$ cat config.mk
export PLATFORM = sky130hd
export DESIGN_NAME = vend_txn_fsm
export DESIGN_NICKNAME = d
export VERILOG_FILES = /design/src/rtl/vend_pkg.sv /design/src/rtl/vend_credit_acc.sv /design/src/rtl/vend_txn_fsm.sv
export SDC_FILE = /design/constraint.sdc
export NUM_CORES = 1
export LEC_CHECK = 0
export ABC_AREA = 1
export BUFFER_PORTS_ARGS = -buffer_cell sky130_fd_sc_hd__buf_2
export CORE_ASPECT_RATIO = 0.7
export CORE_MARGIN = 4
export CORE_UTILIZATION = 45
export DETAILED_ROUTE_END_ITERATION = 12
export GPL_ROUTABILITY_DRIVEN = 0
export PLACE_DENSITY = 0.69
export SYNTH_ARGS = -nofsm -noshare
export SYNTH_HDL_FRONTEND = slang
export SYNTH_SLANG_ARGS = --single-unit
$ cat constraint.sdc
create_clock -name clk_fsm -period 3.1 [get_ports clk_fsm]
set_clock_uncertainty 0.1 [all_clocks]
set_input_delay 0.465 -clock clk_fsm [delete_from_list [all_inputs] [get_ports clk_fsm]]
set_output_delay 0.465 -clock clk_fsm [all_outputs]
set_load 0.005 [all_outputs]
$ cat src/rtl/vend_pkg.sv
// Shared types and constants for the vending transaction controller.
package vend_pkg;

   // Money is carried as unsigned cents in a fixed-width register
   localparam int unsigned CREDIT_W    = 16;
   // Width of the stock count returned by the item store
   localparam int unsigned ITEM_DATA_W = 8;

   localparam logic [1:0] ERR_INVALID_SEL = 2'b01;
   localparam logic [1:0] ERR_SOLD_OUT    = 2'b10;
   localparam logic [1:0] ERR_TIMEOUT     = 2'b11;

   typedef enum logic [2:0] {
      ST_IDLE,
      ST_READ,
      ST_WAIT_DATA,
      ST_CHECK,
      ST_COLLECT,
      ST_DISPENSE,
      ST_CHANGE
   } vend_state_t;

   // Add two credit values, clamping at the all-ones maximum
   function automatic logic [CREDIT_W-1:0] sat_add(input logic [CREDIT_W-1:0] a,
                                                   input logic [CREDIT_W-1:0] b);
      logic [CREDIT_W:0] sum;
      sum = {1'b0, a} + {1'b0, b};
      return sum[CREDIT_W] ? {CREDIT_W{1'b1}} : sum[CREDIT_W-1:0];
   endfunction

endpackage

$ cat src/rtl/vend_credit_acc.sv
// Credit register: saturating coin accumulation, sale subtraction and clear.
module vend_credit_acc
   import vend_pkg::*;
(
   input  logic                clk_fsm,
   input  logic                rst,
   input  logic                clr,
   input  logic                add_en,
   input  logic [CREDIT_W-1:0] add_val,
   input  logic                sub_en,
   input  logic [CREDIT_W-1:0] sub_val,
   output logic [CREDIT_W-1:0] credit
);

   // Clear wins over subtract, subtract over add; the controller never asserts them together
   always_ff @(posedge clk_fsm or posedge rst) begin
      if (rst) begin
         credit <= '0;
      end else if (clr) begin
         credit <= '0;
      end else if (sub_en) begin
         credit <= credit - sub_val;
      end else if (add_en) begin
         credit <= sat_add(credit, add_val);
      end
   end

endmodule

$ cat src/rtl/vend_txn_fsm.sv
// Vending transaction controller: selection, store lookup, coin collection,
// dispense, change and stock commit.
// Optional build macro VEND_TIMEOUT_EN enables the COLLECT inactivity refund.
module vend_txn_fsm
   import vend_pkg::*;
#(
   parameter int unsigned MAX_ITEMS      = 1024,
   parameter int unsigned ADDR_WIDTH     = 10,
   parameter int unsigned TIMEOUT_CYCLES = 1_000_000
) (
   input  logic                   clk_fsm,
   input  logic                   rst,
   input  logic                   sel_valid,
   input  logic [ADDR_WIDTH-1:0]  sel_item,
   input  logic                   coin_valid,
   input  logic [CREDIT_W-1:0]    coin_value,
   output logic                   coin_ready,
   input  logic                   cancel,
   output logic                   fsm_read_en,
   output logic [ADDR_WIDTH-1:0]  fsm_read_addr,
   input  logic [CREDIT_W-1:0]    fsm_item_cost,
   input  logic [ITEM_DATA_W-1:0] fsm_item_available,
   input  logic                   fsm_data_valid,
   output logic                   fsm_update_en,
   output logic [ADDR_WIDTH-1:0]  fsm_update_addr,
   output logic                   dispense_valid,
   output logic [ADDR_WIDTH-1:0]  dispense_item,
   output logic                   change_valid,
   output logic [CREDIT_W-1:0]    change_amount,
   output logic                   err_valid,
   output logic [1:0]             err_code,
   output logic                   busy
);

   vend_state_t           state;
   logic [ADDR_WIDTH-1:0] addr_q;
   logic [CREDIT_W-1:0]   cost_q;
   logic                  sold_out_q;
   logic [CREDIT_W-1:0]   credit;
   logic                  coin_acc;
   logic                  sel_ok;
   logic                  tmo_hit;

   // coin_ready is a registered mirror of "state is IDLE or COLLECT"
   assign coin_acc = coin_valid && coin_ready;
   assign sel_ok   = 32'(sel_item) < MAX_ITEMS;

   vend_credit_acc u_credit (
      .clk_fsm (clk_fsm),
      .rst     (rst),
      .clr     (state == ST_CHANGE),
      .add_en  (coin_acc),
      .add_val (coin_value),
      .sub_en  (state == ST_DISPENSE),
      .sub_val (cost_q),
      .credit  (credit)
   );

`ifdef VEND_TIMEOUT_EN
   localparam int unsigned TMO_W = $clog2(TIMEOUT_CYCLES + 1);
   logic [TMO_W-1:0] tmo_cnt;

   // Fires on the TIMEOUT_CYCLES-th consecutive COLLECT cycle without an accepted coin
   assign tmo_hit = (state == ST_COLLECT) && !coin_acc &&
                    (32'(tmo_cnt) == TIMEOUT_CYCLES - 1);

   // Inactivity counter: runs only in COLLECT, restarts on every accepted coin
   always_ff @(posedge clk_fsm or posedge rst) begin
      if (rst) begin
         tmo_cnt <= '0;
      end else if (state != ST_COLLECT || coin_acc) begin
         tmo_cnt <= '0;
      end else begin
         tmo_cnt <= tmo_cnt + 1'b1;
      end
   end
`else
   logic unused_tmo_cfg;
   assign unused_tmo_cfg = (TIMEOUT_CYCLES == 0);
   assign tmo_hit        = 1'b0;
`endif

   // Transaction sequencer; outputs are registered alongside the state they belong to
   always_ff @(posedge clk_fsm or posedge rst) begin
      if (rst) begin
         state           <= ST_IDLE;
         addr_q          <= '0;
         cost_q          <= '0;
         sold_out_q      <= 1'b0;
         coin_ready      <= 1'b0;
         fsm_read_en     <= 1'b0;
         fsm_read_addr   <= '0;
         fsm_update_en   <= 1'b0;
         fsm_update_addr <= '0;
         dispense_valid  <= 1'b0;
         dispense_item   <= '0;
         change_valid    <= 1'b0;
         change_amount   <= '0;
         err_valid       <= 1'b0;
         err_code        <= '0;
         busy            <= 1'b0;
      end else begin
         fsm_read_en    <= 1'b0;
         fsm_update_en  <= 1'b0;
         dispense_valid <= 1'b0;
         change_valid   <= 1'b0;
         err_valid      <= 1'b0;

         case (state)
            ST_IDLE: begin
               coin_ready <= 1'b1;
               busy       <= 1'b0;
               if (sel_valid) begin
                  if (sel_ok) begin
                     addr_q     <= sel_item;
                     state      <= ST_READ;
                     coin_ready <= 1'b0;
                     busy       <= 1'b1;
                  end else begin
                     err_valid <= 1'b1;
                     err_code  <= ERR_INVALID_SEL;
                  end
               end
            end

            ST_READ: begin
               fsm_read_en   <= 1'b1;
               fsm_read_addr <= addr_q;
               state         <= ST_WAIT_DATA;
            end

            ST_WAIT_DATA: begin
               if (fsm_data_valid) begin
                  cost_q     <= fsm_item_cost;
                  sold_out_q <= (fsm_item_available == '0);
                  state      <= ST_CHECK;
               end
            end

            ST_CHECK: begin
               if (sold_out_q) begin
                  err_valid <= 1'b1;
                  err_code  <= ERR_SOLD_OUT;
                  state     <= ST_CHANGE;
               end else if (credit >= cost_q) begin
                  dispense_valid  <= 1'b1;
                  dispense_item   <= addr_q;
                  fsm_update_en   <= 1'b1;
                  fsm_update_addr <= addr_q;
                  state           <= ST_DISPENSE;
               end else begin
                  coin_ready <= 1'b1;
                  state      <= ST_COLLECT;
               end
            end

            ST_COLLECT: begin
               // A coin accepted on the leaving cycle is already in credit by CHANGE
               if (cancel) begin
                  coin_ready <= 1'b0;
                  state      <= ST_CHANGE;
               end else if (tmo_hit) begin
                  err_valid  <= 1'b1;
                  err_code   <= ERR_TIMEOUT;
                  coin_ready <= 1'b0;
                  state      <= ST_CHANGE;
               end else if (credit >= cost_q) begin
                  dispense_valid  <= 1'b1;
                  dispense_item   <= addr_q;
                  fsm_update_en   <= 1'b1;
                  fsm_update_addr <= addr_q;
                  coin_ready      <= 1'b0;
                  state           <= ST_DISPENSE;
               end
            end

            ST_DISPENSE: begin
               state <= ST_CHANGE;
            end

            ST_CHANGE: begin
               if (credit != '0) begin
                  change_valid  <= 1'b1;
                  change_amount <= credit;
               end
               coin_ready <= 1'b1;
               busy       <= 1'b0;
               state      <= ST_IDLE;
            end

            default: begin
               coin_ready <= 1'b1;
               busy       <= 1'b0;
               state      <= ST_IDLE;
            end
         endcase
      end
   end

endmodule

# After elaboration in Yosys (flattened, before gate mapping)
# Cells that the tools add are included.
# Widths: inputs -> output; s select.
dict set report op_classes {
  add_sub_neg 2
  order_cmp 1
  n_eq_ne 12
  muxes 36
  bitwise_logic 1
  n_reduce_logical 15
}
# operator n
set ops {}
lappend ops {{$mux 16} 4}
lappend ops {{$mux 10} 6}
lappend ops {{$pmux 10 s2} 2}
lappend ops {{$pmux 3 s6} 1}
lappend ops {{$add 16x16->17} 1}
lappend ops {{$ge 16x16->1} 1}
lappend ops {{$reduce_bool 16->1} 1}
lappend ops {{$sub 16x16->16} 1}
lappend ops {{$mux 1} 15}
lappend ops {{$mux 3} 4}
lappend ops {{$ne 2x2->1 const B} 5}
lappend ops {{$eq 3x3->1 const B} 3}
lappend ops {{$logic_not 8->1} 1}
lappend ops {{$reduce_and 2->1} 4}
lappend ops {{$eq 3x2->1 const B} 2}
lappend ops {{$reduce_and 3->1} 2}
lappend ops {{$reduce_or 5->1} 1}
lappend ops {{$pmux 1 s2} 2}
lappend ops {{$pmux 1 s4} 1}
lappend ops {{$reduce_and 4->1} 1}
lappend ops {{$eq 3x1->1 const B} 1}
lappend ops {{$logic_not 3->1} 1}
lappend ops {{$ne 3x3->1 const B} 1}
lappend ops {{$reduce_bool 3->1} 1}
lappend ops {{5 further kinds} 5}
dict set report word_totals {
  regBits 99
  out_inout_bits 55
  elab_cells 83
}

# Longest topological paths before layout
# Gate-level depths: netlist (run 1).
dict set report depth {
  word_depth 5
  ltp_mapped 16
}

# Hierarchy
# Synthesis (run 1) repeated with hierarchy kept, for this count alone.
dict set report unflattened {
  hier_cells 871
  area_unflattened_um2 6206.0
}
# mod instances cells_per_inst area_each_um2
set by_module_without_submodules {}
lappend by_module_without_submodules {vend_txn_fsm 1 379 3328.2}
lappend by_module_without_submodules {vend_credit_acc 1 492 2877.8}

# Worst setup path after synthesis (run 1)
# Ideal clock, no wire load.
dict set report synth_timing {
  kind {input to register}
  start {input coin_value[0]}
  end {register u_credit.credit[2]}
  setup_ns 0.127
  arrival_time_ns 1.945
  setup_slack_ns 0.927
  cell_stages 13
  path_buffers 1
  path_cell_list {ha_1 > fa_1 > nand2_1 > nand2_1 > nand3_2 > nand2_2 > a21oi_2 > nand2_2 > inv_2 > buf_6 > nand2_1 > nand3_1 > o21ai_0}
}
dict set report synth_between {
  elab_chain_len 5
}
# item line_no
set synth_rtl {}
lappend synth_rtl {{start: declaration} vend_txn_fsm.sv:16} ;# input logic [CREDIT_W-1:0] coin_value,
lappend synth_rtl {{$add 16x16->17} vend_pkg.sv:27} ;# sum = {1'b0, a} + {1'b0, b};
lappend synth_rtl {{$mux 16} vend_pkg.sv:28} ;# return sum[CREDIT_W] ? {CREDIT_W{1'b1}} : sum[CREDIT_W-1:0];
lappend synth_rtl {{$mux 16} vend_credit_acc.sv:23} ;# end else if (add_en) begin
lappend synth_rtl {{$mux 16} vend_credit_acc.sv:21} ;# end else if (sub_en) begin
lappend synth_rtl {{$mux 16} vend_credit_acc.sv:19} ;# end else if (clr) begin
lappend synth_rtl {{end signal: assignment} vend_credit_acc.sv:22} ;# credit <= credit - sub_val;
lappend synth_rtl {{end signal: assignment} vend_credit_acc.sv:24} ;# credit <= sat_add(credit, add_val);
lappend synth_rtl {{end: declaration} vend_credit_acc.sv:12} ;# output logic [CREDIT_W-1:0] credit
# No other way between the ends. The select of a mux whose other input is x is not followed.
# A chain may end at the register's enable or synchronous reset.

# Final worst setup path (run 1)
dict set report layout_timing {
  start {register u_credit.credit[0]}
  end {register fsm_update_addr[6]}
}
dict set report layout_between {
  elab_chain_len 4
  word_cells_on_any_way 5
  classes_between {order compare: 1; mux: 4}
}
# item line_no
set layout_rtl {}
lappend layout_rtl {{$ge 16x16->1 (*)} {vend_txn_fsm.sv:145, vend_txn_fsm.sv:167}}
lappend layout_rtl {{$mux 10 (*)} -}
lappend layout_rtl {{$mux 10} -}
lappend layout_rtl {{$pmux 10 s2 (*)} -}
lappend layout_rtl {{end signal: assignment} vend_txn_fsm.sv:149} ;# fsm_update_addr <= addr_q;
lappend layout_rtl {{end signal: assignment} vend_txn_fsm.sv:171} ;# fsm_update_addr <= addr_q;
lappend layout_rtl {{end: declaration} vend_txn_fsm.sv:25} ;# output logic [ADDR_WIDTH-1:0] fsm_update_addr,
# Mark *: on every way between the ends. The rest lies on a longest branch, timed or not. The select of a mux whose other input is x is not followed.

==> results of run 1 <==
==> power groups by stage <==
| stage | clock [µW] | combinational [µW] | sequential (µW) |
|---|---|---|---|
| floorplan | 0 | 3180 | 2020 |
| global placement | 0 | 4050 | 2140 |
| detailed placement | 0 | 4100 | 2150 |
| CTS | 1090 | 4140 | 2130 |
| global route | 1140 | 4760 | 2200 |
| finish | 1060 | 4160 | 2140 |
==> per-layer routing <==
layer,vias up,GRT usage,part of all wire
met2,178,0.286,0.41
met4,0,0.0395,0.0087
li1,2586,-,-
met5,-,0,0
met3,13,0.0467,0.080
met1,2306,0.317,0.50
==> sequential cells by signal (all words and copies together) (netlist names) <==
| name | flops |
|---|---|
| change_amount | 16 |
| cost_q | 16 |
| u_credit.credit | 16 |
| addr_q | 10 |
| fsm_read_addr | 10 |
| fsm_update_addr | 10 |
| state | 3 |
| busy | 1 |
| change_valid | 1 |
| coin_ready | 1 |
| dispense_valid | 1 |
| err_code | 1 |
| err_valid | 1 |
| fsm_read_en | 1 |
| sold_out_q | 1 |
==> worst register-to-register path: cells and delay by family, from the launching register on <==
| kind | cells | cell delay [ps] |
|---|---|---|
| flip-flops | 1 | 410 |
| adder cells (fa/ha/maj) | 2 | 550 |
| AND/OR/NAND/NOR | 9 | 1160 |
| buffers and inverters | 2 | 180 |
| AO/OA/AOI/OAI | 1 | 80 |
==> worst max path at each step <==
| stage | cells past startpoint | startpoint | end | slack [ps] |
|---|---|---|---|---|
| 2_1_floorplan | 1 | rst | addr_q[0]$_DFFE_PP0P_ | 230 |
| 3_3_place_gp | 13 | coin_value[0] | u_credit.credit[3]$_DFFE_PP0P_ | 680 |
| 3_5_place_dp | 13 | coin_value[0] | u_credit.credit[5]$_DFFE_PP0P_ | 570 |
| 4_1_cts | 14 | u_credit.credit[0]$_DFFE_PP0P_ | fsm_update_addr[6]$_DFFE_PP0P_ | 550 |
| 5_1_grt | 14 | u_credit.credit[0]$_DFFE_PP0P_ | fsm_update_addr[6]$_DFFE_PP0P_ | 250 |
| 6_report | 14 | u_credit.credit[0]$_DFFE_PP0P_ | fsm_update_addr[6]$_DFFE_PP0P_ | 550 |
==> cell usage in the layout, fill, tap and decap left out, drive strengths merged <==
master	n
a21oi	54
or2	2
o21ai	54
buf	110
nand3	57
a21o	3
nand4	5
mux2	1
and2	3
clkbuf	9
o32ai	1
clkinv	5
nor3	7
nand3b	1
ha	32
nor2	62
or4	2
o22ai	2
fa	2
dfrtp	89
dlygate4sd3	1
clkinvlp	1
inv	115
o31ai	1
nand2	214
o21bai	1
xor2	3
xnor2	8
nor4	6
conb	1
==> cells by family after synthesis <==
logic type / after synthesis
XOR/XNOR: 11
AND/OR/NAND/NOR: 359
multiplexers: 1
AO/OA/AOI/OAI: 116
adder cells (fa/ha/maj): 34
buffers and inverters: 141
other: 1
flip-flops: 89
==> layout make-up <==
class | count | area, µm²
clock inverters | 7 | 70.1
inverters | 114 | 429
repair buffers | 111 | 576
well taps | 157 | 196
multi-input cells | 522 | 2740
fillers | 1194 | 5470
flip-flops and latches | 89 | 2230
clock buffers | 9 | 225
==> stage by stage <==
stage	util	area, µm²
finish	0.542	6470
global route	0.542	6470
CTS	0.542	6470
detailed placement	0.516	6160
global placement	0.516	6160
floorplan	-	5590
==> flow_metrics.env, run 1 <==
export IMPL_design_die_area_um2=14300
export IMPL_cp_common_cell="nand2_1"
export IMPL_grt_pass1_wl_mm=23.1
export IMPL_combPwrFrac=0.566
export IMPL_routed_via_density=5.04
export IMPL_grt_usage=0.203
export IMPL_cts_buffers=9
export IMPL_core_area_um2=11900
export IMPL_p_total_uw=7360
export IMPL_p_leak_uw=0.00360
export IMPL_report_final_slew_viol_count=0
export IMPL_synth_nets=842
export IMPL_pwr_share_clk=0.144
export IMPL_ys_dominant_reg_cell="dfrtp_1"
export IMPL_sw_frac_of_total=0.481
export IMPL_crit_buf_inv=2
export IMPL_final_nets=937
export IMPL_maxCapViolCount=0
export IMPL_worst_hold_slack_ps=262
export IMPL_rsz0062_at_grt="false"
export IMPL_tns_ps=0
export IMPL_h_tree_depth=3
export IMPL_min_path_type="in2reg"
export IMPL_grt_max_degree=82
export IMPL_antenna_found_initial=0
export IMPL_clk_path_buf_depth=2
export IMPL_cp_slowest_cell="dfrtp_1"
export IMPL_whs_endpoint="cost_q[0]$_DFFE_PP0P_"
export IMPL_drc=0
export IMPL_drt_wl_total_mm=14.2
export IMPL_power_density_nw_per_um2=1140
export IMPL_synth_cell_types=43
export IMPL_layout_setup_ws_ps=550
export IMPL_hold_viol=0
export IMPL_startpoint_type="flip-flop"
export IMPL_yosysWarnings=0
export IMPL_setup_viol=0
export IMPL_ys_seq_area_frac=0.398
export IMPL_drtPass1Iterations=5
export IMPL_clock_latency_ps=340
export IMPL_grt_pass1_vias=4589
export IMPL_synthTopCellsByArea="dfrtp_1 (40%), nand2_1 (14%), inv_1 (7.2%)"
export IMPL_cts_root_buffer="clkbuf_16"
export IMPL_r2r_end="fsm_update_addr[6]$_DFFE_PP0P_"
export IMPL_p_sw_uw=3540
export IMPL_placedCellCount=992
export IMPL_cp_arrival_ps=2710
export IMPL_drtAntennaViolNets=0
export IMPL_netlist_area_um2=5590
export IMPL_holdPathStages=2
export IMPL_synthCells=752
export IMPL_synth_mux_area_frac=0.00201
export IMPL_start_util=0.468
export IMPL_synth_edff_count=0
export IMPL_path_max_fanout=21
export IMPL_hold_start="fsm_item_cost[0]"
export IMPL_crit_type="reg2reg"
export IMPL_diodes=0
export IMPL_design_portCount=111
export IMPL_cts_resized=0
export IMPL_endpoint_kind="flip-flop"
export IMPL_synth_compound_area_frac=0.111
export IMPL_postCtsHoldBufs=1
export IMPL_status="finished, final reports clean"
export IMPL_fin_crit_ps=2550
export IMPL_crit_chain="inv_1, ha_1, inv_1, fa_1, nand2_1, nand3_1, and2_4, nand2_1, nand3_1, nand2_1, nand2_2, nand2_2, nand2_1, o21ai_2"
export IMPL_clk_pin_slew_ps=70
export IMPL_preCtsSetupSlack_ps=574
export IMPL_tightest_slew_ps=997
export IMPL_async_flop_share=1.00
export IMPL_fin_crit_sh=0.823
export IMPL_ff2ff_setup_slack_ps=550
export IMPL_vias=5083
export IMPL_critPathTopFamily="simple AND/OR/NAND/NOR gates"
export IMPL_yosysMostFrequentCell="nand2_1"
export IMPL_synth_seq_cells=89
export IMPL_areaGrowthSynthToFinish_pct=15.7
export IMPL_max_vdd_ir_drop_v=0.000436
export IMPL_cpPeakStageDelay_ps=410
export IMPL_p_int_uw=3820
export IMPL_final_cells=1009
export IMPL_hpwl_mm=11.0
export IMPL_drive_gt1_frac=0.189
export IMPL_synth_simple_area_share=0.282
export IMPL_slew_headroom=0.334
export IMPL_tritoncts="built"
export IMPL_synth_top_area_cell="dfrtp_1"
export IMPL_clock_sinks=89
export IMPL_ys_top_cells_by_count="nand2_1 (206), inv_1 (107), dfrtp_1 (89)"
export IMPL_p_seq_frac=0.290
export IMPL_wl_per_cell_um=14.1
export IMPL_fp_dieH_um=101
export IMPL_drt_iter0_drc=468
export IMPL_cp_data_required_time_ps=3260
export IMPL_synthXorXnorAreaFrac=0.0172
export IMPL_max_freq_mhz=392
export IMPL_r2r_cells=14
export IMPL_post_cts_buffers=0
export IMPL_r2r_start="u_credit.credit[0]$_DFFE_PP0P_"
export IMPL_io_buffers=109
export IMPL_syn_avg_cell_area_um2=7.43
export IMPL_synth_top_family_by_area="simple AND/OR/NAND/NOR gates"
export IMPL_netlist_area_leader_share=0.398
export IMPL_gr_total_overflow=0
export IMPL_synthAdderAreaFrac=0.0788
export IMPL_die_w_um=141
export IMPL_rows=33
Note: power is estimated with default switching activity, not from simulation.
==> run 2: changes to the inputs <==
- PLACE_DENSITY: 0.69 -> 0.72
- clock period: 3.1 -> 2.3 ns (I/O delays scaled with it)
==> flow_metrics.env, run 2 (synthesized netlist as in run 1, its figures left out) <==
export IMPL_report_final_slew_viol_count=0
export IMPL_postCtsHoldBufs=0
export IMPL_fin_crit_sh=1.00
export IMPL_startpoint_type="flip-flop"
export IMPL_grt_max_degree=90
export IMPL_clock_sinks=89
export IMPL_routed_via_density=4.99
export IMPL_drtPass1Iterations=7
export IMPL_top_regs="change_amount (16), cost_q (16), u_credit.credit (16)"
export IMPL_register_area_um2=2230
export IMPL_grt_pass1_vias=4609
export IMPL_maxCapViolCount=0
export IMPL_crit_type="reg2reg"
export IMPL_wl_per_cell_um=14.4
export IMPL_slew_headroom=0.568
export IMPL_endpoint_kind="flip-flop"
export IMPL_max_freq_mhz=434
export IMPL_rsz0062_at_grt="true"
export IMPL_grt_pass1_wl_mm=23.1
export IMPL_gr_total_overflow=0
export IMPL_crit_buf_inv=3
export IMPL_cp_depth=15
export IMPL_violations="setup timing"
export IMPL_power_density_nw_per_um2=1550
export IMPL_layout_setup_ws_ps=-4.23
export IMPL_design_portCount=111
export IMPL_r2r_cells=15
export IMPL_critPathTopFamily="simple AND/OR/NAND/NOR gates"
export IMPL_clock_latency_ps=340
export IMPL_drt_iter0_drc=398
export IMPL_hold_viol=0
export IMPL_cp_arrival_ps=2470
export IMPL_drtAntennaViolNets=0
export IMPL_min_path_type="in2async"
export IMPL_placed_cell_area_um2=6290
export IMPL_tightest_slew_ps=646
export IMPL_layout_commonest_cell="nand2_1"
export IMPL_start_util=0.468
export IMPL_vias=5144
export IMPL_antenna_found_initial=0
export IMPL_diodes=0
export IMPL_path_max_fanout=6
export IMPL_cpPeakStageDelay_ps=410
export IMPL_h_tree_depth=3
export IMPL_fin_crit_ps=2300
export IMPL_p_leak_uw=0.00374
export IMPL_clk_path_buf_depth=2
export IMPL_cts_root_buffer="clkbuf_16"
export IMPL_drt_wl_total_mm=14.8
export IMPL_multi_input_area_um2=2820
export IMPL_final_cell_mix="nand2_1 (200), buf_2 (109), inv_1 (104), dfrtp_1 (89), nor2_1 (55)"
export IMPL_clk_pin_slew_ps=70
export IMPL_core_area_um2=11900
export IMPL_fillCellCount=1134
export IMPL_fin_area_um2=6760
export IMPL_fp_dieH_um=101
export IMPL_p_total_uw=10500
export IMPL_design_die_area_um2=14300
export IMPL_grt_usage=0.200
export IMPL_status="finished, violations left"
export IMPL_drive_gt1_frac=0.228
export IMPL_drc=0
export IMPL_areaGrowthSynthToFinish_pct=20.9
export IMPL_die_w_um=141
export IMPL_rows=33
export IMPL_hpwl_mm=11.0
export IMPL_cp_data_required_time_ps=2460
export IMPL_io_buffers=109
export IMPL_cts_buffers=9
export IMPL_cp_slowest_cell="dfrtp_1"
export IMPL_tritoncts="built"
export IMPL_crit_chain="inv_2, ha_4, inv_4, fa_2, nand2_2, nand3_2, and2_4, nand2_4, nand3_2, nand2_2, nand2_4, nand2_8, buf_12, nand2_1, o21ai_1"
export IMPL_setup_viol=2
export IMPL_final_nets=958
export IMPL_max_vdd_ir_drop_v=0.000570
## run 2: cell count changes in the layout (fill, tap and decap cells not counted), sizes merged
cell | before | now
buf | 110 | 130
dlygate4sd3 | 1 | 0
clkinvlp | 1 | 2
inv | 115 | 113
clkinv | 5 | 6
clkbuf | 9 | 11
## run 2: worst paths after layout
check	startpoint	endpoint	slack (ps)
max in group asynchronous	rst	err_code[1]$_DFFE_PP0P_	1720
hold reg to reg	err_code[1]$_DFFE_PP0P_	err_code[1]$_DFFE_PP0P_	370
hold / removal	rst	change_valid$_DFF_PP0_	40
min in group clk_fsm	fsm_item_cost[10]	cost_q[10]$_DFFE_PP0P_	140
setup / recovery	u_credit.credit[0]$_DFFE_PP0P_	fsm_update_addr[4]$_DFFE_PP0P_	-4
setup reg to reg	u_credit.credit[0]$_DFFE_PP0P_	fsm_update_addr[4]$_DFFE_PP0P_	-4
## run 2: cell type report
| class | instances | share of cell area |
|---|---|---|
| repair buffers | 132 | 0.116 |
| well taps | 157 | 0.0291 |
| flip-flops and latches | 89 | 0.330 |
| inverters | 114 | 0.0650 |
| clock inverters | 7 | 0.00981 |
| clock buffers | 9 | 0.0333 |
| multi-input cells | 522 | 0.418 |
## run 2: timing repair
action / in CTS / in global routing
endpoints found under the setup margin: 7 / 27
gates resized for setup: 2 / 23
pin swaps: 0 / 6
gates cloned: 0 / 3
buffers inserted: 0 / 4
## run 2: metal layers
metal / part of all wire / track usage / vias up
met1: 0.49 / 0.309 / 2331
met3: 0.077 / 0.0491 / 17
met5: 0 / 0 / -
li1: - / - / 2621
met4: 0.011 / 0.0432 / 0
met2: 0.42 / 0.284 / 175
## run 2: worst min-delay path: cells and delay by family
kind / cells / cell delay [ps]
buffers and inverters: 3 / 570
## run 2: through the flow
stage / cells / worst slack (ps) / util / hold WS [ps] / TNS, ps
detailed placement: 1007 / -16.7 / 0.527 / 353 / -39.5
global route: 1030 / -87.3 / 0.566 / 87.6 / -920
floorplan: 752 / 192 / - / 352 / 0
finish: 1030 / -4.23 / 0.566 / 37.9 / -4.26
CTS: 1023 / 10.6 / 0.552 / 51.0 / 0
global placement: 1007 / 54.6 / 0.527 / 355 / 0
## run 2: report_power, final
group / switching, µW / total (µW) / internal, µW
clock: 666 / 1420 / 755
combinational: 3750 / 6190 / 2430
sequential: 559 / 2840 / 2280
